==> config.mk <==
export PLATFORM = sky130hd
export DESIGN_NAME = score_ammo_ctl
export DESIGN_NICKNAME = d
export VERILOG_FILES = /design/src/rtl/dh_pkg.sv /design/src/rtl/bcd2_counter.sv /design/src/rtl/score_ammo_ctl.sv
export SDC_FILE = /design/constraint.sdc
export NUM_CORES = 1
export LEC_CHECK = 0
export BUFFER_PORTS_ARGS = -buffer_cell sky130_fd_sc_hd__buf_2
export CAP_MARGIN = 20
export CORE_ASPECT_RATIO = 1.5
export CORE_MARGIN = 3
export CORE_UTILIZATION = 55
export CTS_BUF_LIST = sky130_fd_sc_hd__clkbuf_16
export DETAILED_ROUTE_END_ITERATION = 10
export GPL_TIMING_DRIVEN = 0
export PLACE_DENSITY = 0.78
export SLEW_MARGIN = 10
export SYNTH_ARGS = -nofsm -noshare
export SYNTH_HDL_FRONTEND = slang
export SYNTH_SLANG_ARGS = --single-unit
==> constraint.sdc <==
create_clock -name clk -period 4.2 [get_ports clk]
set_clock_uncertainty 0.2 [all_clocks]
set_input_delay 0.42 -clock clk [delete_from_list [all_inputs] [get_ports clk]]
set_output_delay 0.42 -clock clk [all_outputs]
set_load 0.005 [all_outputs]
==> src/rtl/dh_pkg.sv <==
// Shared types and constants for the duck-hunt score/ammo controller.
package dh_pkg;

  typedef enum logic [1:0] {IDLE, PLAY, GRACE, GAME_OVER} game_state_t;
  typedef logic [3:0] bcd_t;

  localparam logic [3:0] DP_NORMAL = 4'b1011;
  localparam logic [3:0] DP_OFF    = 4'b1111;

  // Two-digit BCD of a binary value 0..99, used for elaboration-time constants.
  function automatic logic [7:0] to_bcd(input int unsigned v);
    int unsigned t;
    int unsigned u;
    t = (v / 10) % 10;
    u = v % 10;
    return {t[3:0], u[3:0]};
  endfunction

endpackage

==> src/rtl/bcd2_counter.sv <==
// Two-digit BCD up/down counter with load; saturates at max_val and at 00.
module bcd2_counter
  import dh_pkg::*;
(
  input  logic       clk,
  input  logic       rst,
  input  logic       load,
  input  logic [7:0] load_val,
  input  logic       inc,
  input  logic       dec,
  input  logic [7:0] max_val,
  output bcd_t       tens,
  output bcd_t       units,
  output logic       is_zero
);

  bcd_t tens_q, tens_d;
  bcd_t units_q, units_d;
  logic at_max;

  assign at_max  = ({tens_q, units_q} == max_val);
  assign is_zero = (tens_q == 4'd0) && (units_q == 4'd0);
  assign tens    = tens_q;
  assign units   = units_q;

  always_comb begin
    tens_d  = tens_q;
    units_d = units_q;
    if (load) begin
      tens_d  = load_val[7:4];
      units_d = load_val[3:0];
    end else if (inc && !dec && !at_max) begin
      if (units_q == 4'd9) begin
        units_d = 4'd0;
        tens_d  = tens_q + 4'd1;
      end else begin
        units_d = units_q + 4'd1;
      end
    end else if (dec && !inc && !is_zero) begin
      if (units_q == 4'd0) begin
        units_d = 4'd9;
        tens_d  = tens_q - 4'd1;
      end else begin
        units_d = units_q - 4'd1;
      end
    end
  end

  // Reset value is the load value, so the parent picks it per instance.
  always_ff @(posedge clk) begin
    if (!rst) begin
      tens_q  <= load_val[7:4];
      units_q <= load_val[3:0];
    end else begin
      tens_q  <= tens_d;
      units_q <= units_d;
    end
  end

  assert property (@(posedge clk) disable iff (!rst) (tens_q <= 4'd9 && units_q <= 4'd9));

endmodule

==> src/rtl/score_ammo_ctl.sv <==
// Game phase sequencer driving BCD score/ammo digits and decimal points to the 7-seg mux.
// state     | meaning
// IDLE      | scores shown, waiting for the starting shot
// PLAY      | shots consume ammo, hits score
// GRACE     | out of ammo, late hits still score for GRACE_FRAMES frames
// GAME_OVER | final score held, dp blinks, a shot returns to IDLE
module score_ammo_ctl
  import dh_pkg::*;
#(
  parameter int unsigned START_AMMO   = 15,
  parameter int unsigned GRACE_FRAMES = 2,
  parameter int unsigned BLINK_FRAMES = 32,
  parameter int unsigned SCORE_MAX    = 99
) (
  input  logic       clk,
  input  logic       rst,
  input  logic       new_frame,
  input  logic       mouse_left,
  input  logic       duck_hit,
  output logic [3:0] hex0,
  output logic [3:0] hex1,
  output logic [3:0] hex2,
  output logic [3:0] hex3,
  output logic [3:0] dp_out,
  output logic       game_active,
  output logic       game_over
);

  localparam int FW = $clog2(GRACE_FRAMES + 1);
  localparam int BW = $clog2(BLINK_FRAMES + 1);
  localparam logic [7:0] AMMO_INIT = to_bcd(START_AMMO);
  localparam logic [7:0] SCORE_TOP = to_bcd(SCORE_MAX);

  game_state_t state_q, state_d;
  logic [FW-1:0] frame_cnt_q, frame_cnt_d, frame_inc;
  logic [BW-1:0] blink_cnt_q, blink_cnt_d, blink_inc;
  logic [3:0] dp_q, dp_d;
  logic game_active_q, game_active_d;
  logic game_over_q, game_over_d;
  logic mouse_left_q, duck_hit_q;
  logic shot, hit, blink_wrap;
  logic score_inc, ammo_dec, restart;
  bcd_t score_tens, score_units, ammo_tens, ammo_units;
  logic score_zero, ammo_zero, ammo_one;

  assign shot      = mouse_left & ~mouse_left_q;
  assign hit       = duck_hit & ~duck_hit_q;
  assign frame_inc = frame_cnt_q + FW'(1);
  assign blink_inc = blink_cnt_q + BW'(1);
  assign ammo_one  = ({ammo_tens, ammo_units} == 8'h01);
  assign score_inc = hit && (state_q == PLAY || state_q == GRACE);
  assign ammo_dec  = shot && (state_q == PLAY) && !ammo_zero;
  assign restart   = shot && (state_q == GAME_OVER);

  bcd2_counter u_score (
    .clk(clk), .rst(rst), .load(restart), .load_val(8'h00),
    .inc(score_inc), .dec(1'b0), .max_val(SCORE_TOP),
    .tens(score_tens), .units(score_units), .is_zero(score_zero)
  );

  bcd2_counter u_ammo (
    .clk(clk), .rst(rst), .load(restart), .load_val(AMMO_INIT),
    .inc(1'b0), .dec(ammo_dec), .max_val(AMMO_INIT),
    .tens(ammo_tens), .units(ammo_units), .is_zero(ammo_zero)
  );

  always_ff @(posedge clk) begin
    if (!rst) begin
      state_q       <= IDLE;
      frame_cnt_q   <= '0;
      blink_cnt_q   <= '0;
      dp_q          <= DP_NORMAL;
      game_active_q <= 1'b0;
      game_over_q   <= 1'b0;
      mouse_left_q  <= 1'b0;
      duck_hit_q    <= 1'b0;
    end else begin
      state_q       <= state_d;
      frame_cnt_q   <= frame_cnt_d;
      blink_cnt_q   <= blink_cnt_d;
      dp_q          <= dp_d;
      game_active_q <= game_active_d;
      game_over_q   <= game_over_d;
      mouse_left_q  <= mouse_left;
      duck_hit_q    <= duck_hit;
    end
  end

  always_comb begin
    state_d     = state_q;
    frame_cnt_d = frame_cnt_q;
    blink_cnt_d = blink_cnt_q;
    blink_wrap  = 1'b0;
    case (state_q)
      IDLE: if (shot) state_d = PLAY;
      PLAY: begin
        if (shot && ammo_one) begin
          state_d     = GRACE;
          frame_cnt_d = '0;
        end
      end
      GRACE: begin
        if (new_frame) begin
          if (frame_inc == FW'(GRACE_FRAMES)) begin
            state_d     = GAME_OVER;
            blink_cnt_d = '0;
          end else begin
            frame_cnt_d = frame_inc;
          end
        end
      end
      GAME_OVER: begin
        if (shot) begin
          state_d     = IDLE;
          blink_cnt_d = '0;
        end else if (new_frame) begin
          if (blink_inc == BW'(BLINK_FRAMES)) begin
            blink_cnt_d = '0;
            blink_wrap  = 1'b1;
          end else begin
            blink_cnt_d = blink_inc;
          end
        end
      end
      default: state_d = IDLE;
    endcase
  end

  always_comb begin
    game_active_d = (state_d == PLAY) || (state_d == GRACE);
    game_over_d   = (state_d == GAME_OVER);
    dp_d          = DP_NORMAL;
    if (state_q == GAME_OVER && state_d == GAME_OVER) begin
      if (blink_wrap) dp_d = (dp_q == DP_NORMAL) ? DP_OFF : DP_NORMAL;
      else            dp_d = dp_q;
    end
  end

  assign hex0        = ammo_units;
  assign hex1        = ammo_tens;
  assign hex2        = score_units;
  assign hex3        = score_tens;
  assign dp_out      = dp_q;
  assign game_active = game_active_q;
  assign game_over   = game_over_q;

  // Score is only ever cleared on the way into IDLE, never accumulated there.
  assert property (@(posedge clk) disable iff (!rst) (state_q == IDLE) |-> score_zero);

endmodule

======== After elaboration in Yosys (flattened, before gate mapping) ========
Cells that the tools add are included.
storage, ports and cells
  register bits ........................... 34
  output and inout bits ................... 22
  input bits .............................. 5
  word-level logic and storage cells ...... 87
operators by class
  bitwise operators ....................... 5
  add/subtract/negate cells ............... 6
  mux-type cells .......................... 23
  reduce and logical (&&, ||, !) cells .... 24
  equal/unequal tests ..................... 17
operators with widths
  cell                 number
  $mux 6               5
  $mux 2               8
  $pmux 6 s2           1
  $eq 2x2->1 const B   5
  $logic_and 1x1->1    9
  $add 4x1->4 const B  2
  $eq 4x4->1 const B   2
  $eq 8x1->1 const B   1
  $eq 8x8->1 const B   1
  $logic_not 4->1      2
  $mux 4               2
  $pmux 2 s4           1
  $reduce_and 4->1     2
  $sub 4x1->4 const B  2
  $add 6x1->6 const B  1
  $eq 6x6->1 const B   1
  $reduce_and 2->1     3
  $eq 2x1->1 const B   2
  $mux 1               4
  $ne 2x1->1 const B   2
  $ne 2x2->1 const B   2
  $pmux 2 s2           1
  $reduce_bool 2->1    2
  $mux 3               1
  8 further kinds      13

======== Depth between registers and ports, before layout ========
  depth in word-level cells ............... 8
  mapped depth ............................ 9
  depth with buffers taken out ............ 9

======== Hierarchy ========
A second synthesis with hierarchy kept.
second synthesis, totals
  cell total of the unflattened synthesis .. 277
  area, all modules ....................... 2542.4 um^2
modules (own cells, without submodules)
  module          cells an instance  seq. area each (um^2)  area each (um^2)  times used
  bcd2_counter    80                 240.2                  779.5             2
  score_ammo_ctl  117                300.3                  983.4             1

======== Worst setup path before layout ========
OpenSTA, ideal clock, no wires.
  path kind ............................... reg-to-reg
  from .................................... register u_ammo.tens_q[0] (netlist: u_ammo.tens[0])
  to ...................................... register dp_q[2] (netlist: dp_out[2])
  path slack .............................. 1859 ps
  arrival ................................. 2025 ps
  required time ........................... 3884 ps
  clock period less this slack ............ 2341 ps
  buffers on the path ..................... 0
  stages on the path, launching flop included .. 10
  cell sequence ........................... dfxtp_1 inv_1 ha_1 or3b_2 nor3_2 o21ai_1 a221o_1 ha_1 and2_1 and3_1
on the way
  longest elaborated chain between the ends .. 7
ends and longest elaborated chain
  item                        line                   text
  start, declared             bcd2_counter.sv:17     bcd_t tens_q, tens_d;
  start signal, assigned      bcd2_counter.sv:52     tens_q <= load_val[7:4];
  start signal, assigned      bcd2_counter.sv:55     tens_q <= tens_d;
  $eq 8x1->1                  score_ammo_ctl.sv:50   assign ammo_one = ({ammo_tens, ammo_units} == 8'h01);
  $logic_and 1x1->1           score_ammo_ctl.sv:97   if (shot && ammo_one) begin
  $mux 2                      score_ammo_ctl.sv:97
  $pmux 2 s4                  score_ammo_ctl.sv:94   case (state_q)
  via state_d[0]              score_ammo_ctl.sv:34   game_state_t state_q, state_d;
  $eq 2x2->1                  -
  via game_over_d             score_ammo_ctl.sv:39   logic game_over_q, game_over_d;
  $logic_and 1x1->1           score_ammo_ctl.sv:133  if (state_q == GAME_OVER && state_d == GAME_OVER) begin
  $reduce_and 2->1 (no line)  -
  end signal, assigned        score_ammo_ctl.sv:81   dp_q <= dp_d;
  end, declared               score_ammo_ctl.sv:37   logic [3:0] dp_q, dp_d;
The timed path passes the listed nets, and every way through them passes these cells.
A chain may end at the register's enable or synchronous reset.

======== Worst setup path after layout ========
Ends and elaborated chain as after synthesis.

==> impl_metrics.csv <==
group,metric,value,unit
global_route,grt_use_total,0.2157,
cells_and_area,diodes,0,
logic_synthesis,syn_inst,187,
clock_tree,h-tree-depth,2,
logic_synthesis,yosysSeqAreaShare,0.3810,
sta,hold_viol,0,
logic_synthesis,ys_ff_latch,31,
clock_tree,clkTransAtPathRegs,50,ps
floorplan,die_x,50.44,µm
cells_and_area,nets,235,
clock_tree,clock-root-buffer,"clkbuf_16",
power,ir_worst_vdd,0.2757,mV
worst_setup_path,r2r_end,"dp_out[2]$_SDFFE_PN0P_",
sta,tns,0,ps
global_route,grt_pass1_vias,1415,
global_route,overflow,0,
cells_and_area,stdcell_count,257,
clock_tree,ctsLongestPathBuffers,2,
sta,worst_slack,1679,ps
floorplan,pin_count,27,
routing,drc,0,
worst_setup_path,end_kind,"flip-flop",
worst_setup_path,critPathKind,"reg2reg",
sta,max_freq,396.6,MHz
worst_setup_path,r2r_slack,1680,ps
cells_and_area,post-route-util,0.7006,
global_route,grt_max_degree,11,
floorplan,core-area,2763,µm²
placement,hpwl,2674,µm
clock_tree,hold_buffers,0,
worst_setup_path,reg2regPathDepth,9,
logic_synthesis,netlist.area_leader.share,0.3810,
worst_setup_path,cp_max_fo,4,
logic_synthesis,ys_async_sr_fraction,0,
routing,drt-total-wl,3574,µm
sta,min_period,2521,ps
sta,finalSetupViolCount,0,
routing,dr.pass1.iters,4,
placement,numPortBuffers,23,
clock_tree,cts.sinks,31,
logic_synthesis,yosys-top-cells-area,"dfxtp_1 38%, ha_1 8.4%, nor2_1 4.1%",
logic_synthesis,synth_flop_cell,"dfxtp_1",
sta,slew_viol_final,0,
worst_setup_path,worstSetupStartpoint,"u_ammo.tens[0]$_SDFFE_PP1P_",
worst_setup_path,cp.required,4160,ps
clock_tree,insertion_delay,270,ps
cells_and_area,drive_above_1_share,0.1864,
cells_and_area,syn_to_final_growth,18.82,%
placement,dp_slack,1723,ps
hold_path,hold_path_class,"in2reg",
logic_synthesis,yosys_warnings,0,
logic_synthesis,synth_edf_count,0,
sta,fin_crit_sh,0.6003,
global_route,antenna_found_initial,0,
routing,viasPerCell,5.572,
global_route,grt_pass1_wl,6037,µm
placement,gp_congestion,0.8464,
floorplan,rows,23,
clock_tree,numCtsBuffers,5,
placement,place_inst,249,
logic_synthesis,synth_area,1629,µm²
routing,wl_per_cell,13.91,µm
logic_synthesis,synth_area_leader_cell,"dfxtp_1",
routing,dr.first_iter.drc_count,25,
worst_setup_path,critPathArrivalTime,2490,ps
routing,detail-route-antenna-nets,0,
worst_setup_path,timing.rr.start,"u_ammo.tens[0]$_SDFFE_PP1P_",
floorplan,die_h,72.66,µm
power,powerDensity,386.3,nW/µm²
routing,vias,1432,
status,status,"complete, no violations",
worst_setup_path,critPathLaunchType,"flip-flop",
flow_run,maxCapViolations,0,
logic_synthesis,synth_cell_types,43,
logic_synthesis,avgSynthCellArea,8.712,µm²
worst_setup_path,cp-endpoint,"dp_out[2]$_SDFFE_PN0P_",
clock_tree,ctsResizeCount,0,
power,leakagePower,0.8264,nW
floorplan,start_util,0.5897,
sta,rsz0062_at_grt,"no",
clock_tree,cts_tree,"built",
clock_tree,postCtsSetupBuffers,0,
floorplan,die_area,3664,µm²
==> through the flow <==
stage | total power [mW] | instance area (µm²) | hold slack [ps]
finish | 0.7476 | 1936 | 160.9
global route | 0.7760 | 1936 | 182.0
CTS | 0.7508 | 1936 | 161.6
detailed placement | 0.4176 | 1798 | 273.6
global placement | 0.4128 | 1798 | 254.0
floorplan | 0.3880 | 1637 | 245.0
==> Yosys cell counts, drive strengths merged, types with 4 or more instances <==
| library cell | count |
|---|---|
| dfxtp | 31 |
| nor2 | 18 |
| nand2 | 15 |
| o21ai | 12 |
| ha | 11 |
| nand3 | 10 |
| inv | 9 |
| and2 | 8 |
| nand4 | 7 |
| a21oi | 6 |
| nor2b | 5 |
| nor3 | 5 |
| xor2 | 5 |
| buf | 4 |
| xnor2 | 4 |
==> layout by cell type, fill, tap and decap left out, types with 3 or more instances in the layout <==
master,netlist,layout
o21ai_0,11,11
nor2b_1,5,5
nand3_1,10,10
or3b_2,3,3
nand4_1,7,7
clkbuf_16,0,5
a21boi_0,3,3
nand2_1,15,15
xor2_1,5,5
nor2_1,18,18
buf_4,3,3
clkbuf_1,3,3
nor3_1,4,4
and2_1,8,8
a21oi_1,6,6
inv_1,9,11
buf_2,1,24
ha_1,11,11
a211oi_1,3,3
dfxtp_1,31,31
conb_1,1,3
xnor2_1,4,4
==> where the power goes <==
part | internal (mW) | leakage (nW) | total [mW] | switching (mW)
combinational | 0.0412 | 0.499 | 0.0997 | 0.0585
sequential | 0.308 | 0.251 | 0.317 | 0.00943
clock | 0.213 | 0.0762 | 0.331 | 0.117
total | 0.562 | 0.826 | 0.748 | 0.185
==> layout make-up <==
cell class,count,area (µm²)
buffer,7,38.79
clock buffer,5,125.1
clock inverter,3,12.51
fill,233,827.0
inverter,9,33.78
multi-input combinational,142,943.4
sequential,31,620.6
tap,37,46.29
timing repair buffer,23,115.1
==> logic make-up (layout without fill, tap and decap cells) <==
logic type,Yosys count,in the layout,share of synthesized area
buf+inv,16,47,0.04454
simple gates,84,84,0.2957
flops,31,31,0.3810
xor+xnor,9,9,0.04838
other cells,1,3,0.002302
mux,1,1,0.006145
fa+ha+maj,11,11,0.08448
compound gates,34,34,0.1375
==> worst min path at each step <==
stage,startpoint,slack [ps],to,cells after the start
floorplan,frame_cnt_q[1]$_SDFFE_PN0P_,250,frame_cnt_q[1]$_SDFFE_PN0P_,2
global placement,frame_cnt_q[1]$_SDFFE_PN0P_,250,frame_cnt_q[1]$_SDFFE_PN0P_,2
detailed placement,frame_cnt_q[1]$_SDFFE_PN0P_,270,frame_cnt_q[1]$_SDFFE_PN0P_,2
CTS,duck_hit,160,duck_hit_q$_SDFF_PN0_,2
global route,duck_hit,180,duck_hit_q$_SDFF_PN0_,2
finish,duck_hit,160,duck_hit_q$_SDFF_PN0_,2
==> layer usage <==
layer,GRT usage,wire length [µm],vias to the layer above
met3,0.04908,107,8
met1,0.2196,1435,684
met4,0.1018,78,0
met5,0,0,-
met2,0.4055,1952,22
li1,-,-,718
==> sequential cells by signal (all words and copies together) (netlist names) <==
name           cells
blink_cnt_q        6
u_ammo.tens        4
u_ammo.units       4
u_score.tens       4
u_score.units      4
frame_cnt_q        2
state_q            2
dp_out             1
duck_hit_q         1
game_active        1
game_over          1
mouse_left_q       1
==> worst max-delay path, stage by stage (launching register included) <==
cell and delay [ps]:
dfxtp_1 340, inv_1 90, ha_1 130, or3b_2 500, nor3_2 220, o21ai_1 80, a221o_1 330, ha_1 200
and2_1 170, and3_1 160
(Power assumes the default switching activity.)
